File: config.mk
export PLATFORM = sky130hd
export DESIGN_NAME = branch_predictor_bht
export DESIGN_NICKNAME = d
export VERILOG_FILES = /design/src/rtl/branch_predictor_bht.sv
export SDC_FILE = /design/constraint.sdc
export NUM_CORES = 1
export LEC_CHECK = 0
export CAP_MARGIN = 0
export CORE_ASPECT_RATIO = 1.75
export CORE_MARGIN = 1.5
export CORE_UTILIZATION = 50
export DETAILED_ROUTE_END_ITERATION = 8
export PLACE_DENSITY = 0.71
export SLEW_MARGIN = 20
export SYNTH_ARGS = -nofsm -noshare
export SYNTH_HDL_FRONTEND = slang
export SYNTH_SLANG_ARGS = --single-unit
export TNS_END_PERCENT = 30
File: constraint.sdc
create_clock -name clk -period 3.9 [get_ports clk]
set_clock_uncertainty 0.05 [all_clocks]
set_input_delay 0.39 -clock clk [delete_from_list [all_inputs] [get_ports clk]]
set_output_delay 0.39 -clock clk [all_outputs]
set_load 0.02 [all_outputs]
File: src/rtl/branch_predictor_bht.sv
// Direct-mapped table of saturating counters predicting conditional branches at fetch.
// Untrained entries fall back to backward-taken / forward-not-taken; JAL is optionally always taken.

module bht_entry #(
  parameter int COUNTER_BITS = 2
) (
  input  logic                    clk,
  input  logic                    rst,
  input  logic                    wr_en,
  input  logic                    taken,
  output logic                    valid,
  output logic [COUNTER_BITS-1:0] ctr
);
  localparam logic [COUNTER_BITS-1:0] WEAK_T   = COUNTER_BITS'(1) << (COUNTER_BITS - 1);
  localparam logic [COUNTER_BITS-1:0] WEAK_NT  = WEAK_T - COUNTER_BITS'(1);
  localparam logic [COUNTER_BITS-1:0] CTR_MAX  = '1;

  always_ff @(posedge clk) begin
    if (rst) begin
      valid <= 1'b0;
      ctr   <= '0;
    end else if (wr_en) begin
      if (!valid) begin
        // First training seeds the weak state in the direction of the outcome
        valid <= 1'b1;
        ctr   <= taken ? WEAK_T : WEAK_NT;
      end else if (taken && ctr != CTR_MAX) begin
        ctr <= ctr + COUNTER_BITS'(1);
      end else if (!taken && ctr != '0) begin
        ctr <= ctr - COUNTER_BITS'(1);
      end
    end
  end
endmodule

module branch_predictor_bht #(
  parameter int BHT_ENTRIES  = 64,
  parameter int COUNTER_BITS = 2,
  parameter int JAL_PREDICT  = 1
) (
  input  logic        clk,
  input  logic        rst_i,
  input  logic [31:0] instr_i,
  input  logic [31:0] pc_i,
  output logic [31:0] pc_o,
  output logic        branch_o,
  input  logic        upd_valid_i,
  input  logic [31:0] upd_pc_i,
  input  logic        upd_taken_i
);
  localparam int IDX_W = $clog2(BHT_ENTRIES);

  localparam logic [6:0] OP_BRANCH = 7'b1100011;
  localparam logic [6:0] OP_JAL    = 7'b1101111;

  typedef struct packed {
    logic             vld;
    logic [IDX_W-1:0] idx;
    logic             taken;
  } upd_req_t;

  upd_req_t                                   upd;
  logic [BHT_ENTRIES-1:0]                     valid_q;
  logic [BHT_ENTRIES-1:0][COUNTER_BITS-1:0]   ctr_q;
  logic [IDX_W-1:0]                           lk_idx;
  logic [31:0]                                b_imm;
  logic [31:0]                                j_imm;
  logic [6:0]                                 opcode;
  logic                                       unused_upd_pc;

  assign upd.vld   = upd_valid_i;
  assign upd.idx   = upd_pc_i[IDX_W+1:2];
  assign upd.taken = upd_taken_i;

  // Tagless table: only the index bits of the update PC matter
  assign unused_upd_pc = ^{upd_pc_i[31:IDX_W+2], upd_pc_i[1:0]};

  genvar e;
  generate
    for (e = 0; e < BHT_ENTRIES; e++) begin : g_ent
      bht_entry #(
        .COUNTER_BITS (COUNTER_BITS)
      ) u_ent (
        .clk   (clk),
        .rst   (rst_i),
        .wr_en (upd.vld && (upd.idx == IDX_W'(e))),
        .taken (upd.taken),
        .valid (valid_q[e]),
        .ctr   (ctr_q[e])
      );
    end
  endgenerate

  assign opcode = instr_i[6:0];
  assign lk_idx = pc_i[IDX_W+1:2];
  assign b_imm  = {{19{instr_i[31]}}, instr_i[31], instr_i[7], instr_i[30:25],
                   instr_i[11:8], 1'b0};
  assign j_imm  = {{11{instr_i[31]}}, instr_i[31], instr_i[19:12], instr_i[20],
                   instr_i[30:21], 1'b0};

  // Lookup reads the registered table, so a same-cycle update is not bypassed
  always_comb begin
    branch_o = 1'b0;
    pc_o     = '0;
    if (!rst_i) begin
      if (opcode == OP_BRANCH) begin
        branch_o = valid_q[lk_idx] ? ctr_q[lk_idx][COUNTER_BITS-1] : instr_i[31];
        if (branch_o) pc_o = pc_i + b_imm;
      end else if (opcode == OP_JAL && JAL_PREDICT == 1) begin
        branch_o = 1'b1;
        pc_o     = pc_i + j_imm;
      end
    end
  end
endmodule

==> results.sh <==
export IMPL_outcome="finished, violations left"
export IMPL_violated_checks="negative setup slack"
export IMPL_synth_simple_area_share=0.244
export IMPL_max_clock_freq_mhz=256
export IMPL_clk_insertion_delay_late_ps=450
export IMPL_number_of_antenna_violations_at_the_first_check_in_global_routing=0
export IMPL_initialDrtViolationCount=1056
export IMPL_synthMuxAreaShare=0.0606
export IMPL_worst_ep_arrival_time_ps=3470
export IMPL_placeableCoreArea_um2=26600
export IMPL_wirelength_mm=44.4
export IMPL_synth_area_leaders="sky130_fd_sc_hd__dfxtp_1, sky130_fd_sc_hd__nand2_1, sky130_fd_sc_hd__o21ai_0"
export IMPL_ant_nets=0
export IMPL_unrepaired_setup_endpoints_after_global_routing="true"
export IMPL_layout_worst_path_cycle_share=1.00
export IMPL_clock_tree_from_tritoncts="built"
export IMPL_synth_xor_area_share=0.0130
export IMPL_worst_setup_path_type="primary input to output pin"
export IMPL_place_hpwl_mm=32.9
export IMPL_maximum_number_of_pins_on_one_net_before_global_route_repair=123
export IMPL_synthAdderAreaFrac=0.0429
export IMPL_main_combinational_cell_family_by_area_after_synthesis="compound AO/OA/AOI/OAI gates"
export IMPL_start_kind="primary input"
export IMPL_finalHoldViolCount=0
export IMPL_cts_sinks=192
export IMPL_netlist_area_leader_share=0.285
export IMPL_compound_gate_portion_of_the_synthesized_area=0.301
export IMPL_ios=133
export IMPL_critical_path_endpoint_type="output pin"
export IMPL_register_area_share_after_synthesis=0.285
export IMPL_num_rows=79
export IMPL_power_density_relative_to_cell_area_nw_per_um2=286
export IMPL_placed_instance_area_um2=16300
export IMPL_p_total_mw=4.88
export IMPL_layout_cells_most_common_list="sky130_fd_sc_hd__nand2_1, sky130_fd_sc_hd__o21ai_0, sky130_fd_sc_hd__buf_4"
export IMPL_grt_ovfl_total=0
export IMPL_synth_edff_count=0
export IMPL_wl_per_cell_um=17.7
export IMPL_cp_data_required_time_ps=3460
export IMPL_die_span_in_x_um=127
export IMPL_yosys_warnings=0
export IMPL_vias=15400
export IMPL_leakage_nw=6.66
export IMPL_clk_path_buf_depth=2
export IMPL_timing_final_max_slew_violations=0
export IMPL_synth_top_cell_by_area="sky130_fd_sc_hd__dfxtp_1"
export IMPL_synth_area_per_cell_um2=7.01
export IMPL_portBuffers=106
export IMPL_final_min_clock_period_ps=3910
export IMPL_number_of_register_bits_inferred_by_synthesis=192
export IMPL_irDropWorstVdd_mv=0.274
export IMPL_post_cts_hold_buffer_count=0
export IMPL_combined_global_route_utilization_of_all_metal_layers=0.312
export IMPL_drt_pre_antenna_iters=7
export IMPL_synthArstFlopShare=0
export IMPL_fp_dieH_um=220
export IMPL_synth_cell_area_um2=13500
export IMPL_timing_max_cap_violations=0
export IMPL_start_util=0.507
export IMPL_slew_limit_headroom=0.383
export IMPL_cts_root_buf="sky130_fd_sc_hd__clkbuf_16"
export IMPL_crit_fanout=2
export IMPL_routed_via_density=6.12
export IMPL_totalNegativeSetupSlack_ps=-13.7
export IMPL_yosysUniqueCellTypes=70
export IMPL_timing_worst_slew_pin_value_ps=926
export IMPL_fin_nets=2318
export IMPL_synthCells=1924
export IMPL_layout_cells_sized_above_1=0.180
export IMPL_area_delta_synth_final_pct=26.7
export IMPL_setup_viol=1
export IMPL_htree_num_levels=4
export IMPL_clock_transition_at_the_registers_of_the_reported_paths_ps=70
export IMPL_mostFrequentLayoutCell="sky130_fd_sc_hd__nand2_1"
export IMPL_grt_pass1_vias=14400
export IMPL_synth_net_count=2069
export IMPL_worst_slack_ps=-13.7
export IMPL_ys_dominant_reg_cell="sky130_fd_sc_hd__dfxtp_1"
export IMPL_finish_instance_area_um2=17100
export IMPL_min_delay_worst_type="primary input to flip-flop"
export IMPL_place_worst_setup_slack_ps=-662
export IMPL_replace_congestion=0.968
export IMPL_first_pass_grt_wire_length_mm=69.9
export IMPL_cts_inserted_buffers=17
export IMPL_drcViolationCount=0
export IMPL_dieArea_um2=28000
==> layout make-up <==
type | count | area (um2)
Clock buffer | 17 | 425
Tap cell | 324 | 405
Inverter | 78 | 293
Fill cell | 2375 | 9510
Clock inverter | 15 | 154
Multi-Input combinational cell | 1549 | 9180
Sequential cell | 192 | 3850
Timing Repair Buffer | 335 | 2770
Antenna cell | 2 | 5.00
==> cells in the mapped netlist, types with 5 or more instances <==
cell type                     n
sky130_fd_sc_hd__nand2_1    365
sky130_fd_sc_hd__o21ai_0    267
sky130_fd_sc_hd__dfxtp_1    192
sky130_fd_sc_hd__nor2_1     182
sky130_fd_sc_hd__a21oi_1    158
sky130_fd_sc_hd__clkbuf_1    81
sky130_fd_sc_hd__inv_1       77
sky130_fd_sc_hd__nand3_1     76
sky130_fd_sc_hd__nor3_1      74
sky130_fd_sc_hd__a221oi_1    63
sky130_fd_sc_hd__ha_1        43
sky130_fd_sc_hd__mux4_2      24
sky130_fd_sc_hd__a211oi_1    22
sky130_fd_sc_hd__a21o_1      18
sky130_fd_sc_hd__a22oi_1     18
sky130_fd_sc_hd__a31oi_1     18
sky130_fd_sc_hd__o31ai_1     15
sky130_fd_sc_hd__mux2_2      13
sky130_fd_sc_hd__mux2i_1     13
sky130_fd_sc_hd__xor2_1      12
sky130_fd_sc_hd__buf_2       11
sky130_fd_sc_hd__and3_1       9
sky130_fd_sc_hd__buf_1        9
sky130_fd_sc_hd__nand2b_1     9
sky130_fd_sc_hd__or2_2        9
sky130_fd_sc_hd__a311oi_1     8
sky130_fd_sc_hd__nand4_1      8
sky130_fd_sc_hd__nor2b_1      8
sky130_fd_sc_hd__o211ai_1     8
sky130_fd_sc_hd__o21bai_1     8
sky130_fd_sc_hd__o22ai_1      8
sky130_fd_sc_hd__or3_1        8
sky130_fd_sc_hd__xnor2_1      8
sky130_fd_sc_hd__nor4_1       6
sky130_fd_sc_hd__a32oi_1      5
sky130_fd_sc_hd__nand3b_1     5
sky130_fd_sc_hd__o2111ai_1    5
==> flip-flops by register name, indices dropped and copies added (netlist names) <==
register	flops
g_ent.u_ent.ctr	128
g_ent.u_ent.valid	64
==> what timing repair did <==
action | CTS | global route
setup endpoints to repair | 33 | 33
gates resized for setup | 146 | 60
pin swaps | 6 | 13
gates cloned | 0 | 1
buffers inserted | 0 | 3
==> worst max-delay path, stage by stage <==
cell and delay (ps):
sky130_fd_sc_hd__clkdlybuf4s50_1 550, sky130_fd_sc_hd__ha_4 240, sky130_fd_sc_hd__a2111oi_4 270, sky130_fd_sc_hd__o21ai_1 130, sky130_fd_sc_hd__a311oi_1 290, sky130_fd_sc_hd__buf_4 150, sky130_fd_sc_hd__a21oi_1 150, sky130_fd_sc_hd__a31oi_2 320
sky130_fd_sc_hd__nor2_1 100, sky130_fd_sc_hd__or4b_1 500, sky130_fd_sc_hd__a32oi_1 210, sky130_fd_sc_hd__buf_4 170
==> metal layers <==
layer	part of all wire	GRT usage
met3	0.049	0.0430
met4	0.066	0.203
met1	0.37	0.320
met2	0.52	0.588
met5	0	0
==> where the power goes <==
part           total (mW)  internal (mW)  switching, mW
Combinational        1.15          0.526          0.628
Clock                1.74          0.902          0.841
Sequential           1.98           1.97         0.0121
==> cell families after synthesis <==
| kind of cell | Yosys count |
|---|---|
| XOR/XNOR | 20 |
| flip-flops | 192 |
| AND/OR/NAND/NOR | 770 |
| AO/OA/AOI/OAI | 664 |
| multiplexers | 50 |
| buffers and inverters | 183 |
| adder cells (fa/ha/maj) | 45 |
==> path summary, 6_finish.rpt <==
check,from,endpoint,slack [ps],cells past startpoint
min,rst_i,g_ent[20].u_ent.ctr[0],360,2
min reg2reg,g_ent[23].u_ent.ctr[1],g_ent[23].u_ent.ctr[1],450,2
max reg2reg,g_ent[17].u_ent.ctr[0],g_ent[17].u_ent.ctr[0],2650,5
max,pc_i[12],pc_o[30],-10,12
==> stage by stage <==
stage / util / hold WS [ps] / std cells
after floorplan: - / 421 / 1924
after global placement: 0.614 / 438 / 2474
after global routing: 0.642 / 375 / 2510
after CTS: 0.635 / 361 / 2506
after detailed placement: 0.614 / 445 / 2474
final: 0.642 / 356 / 2512
No activity file was read; power rests on OpenSTA's default activity.
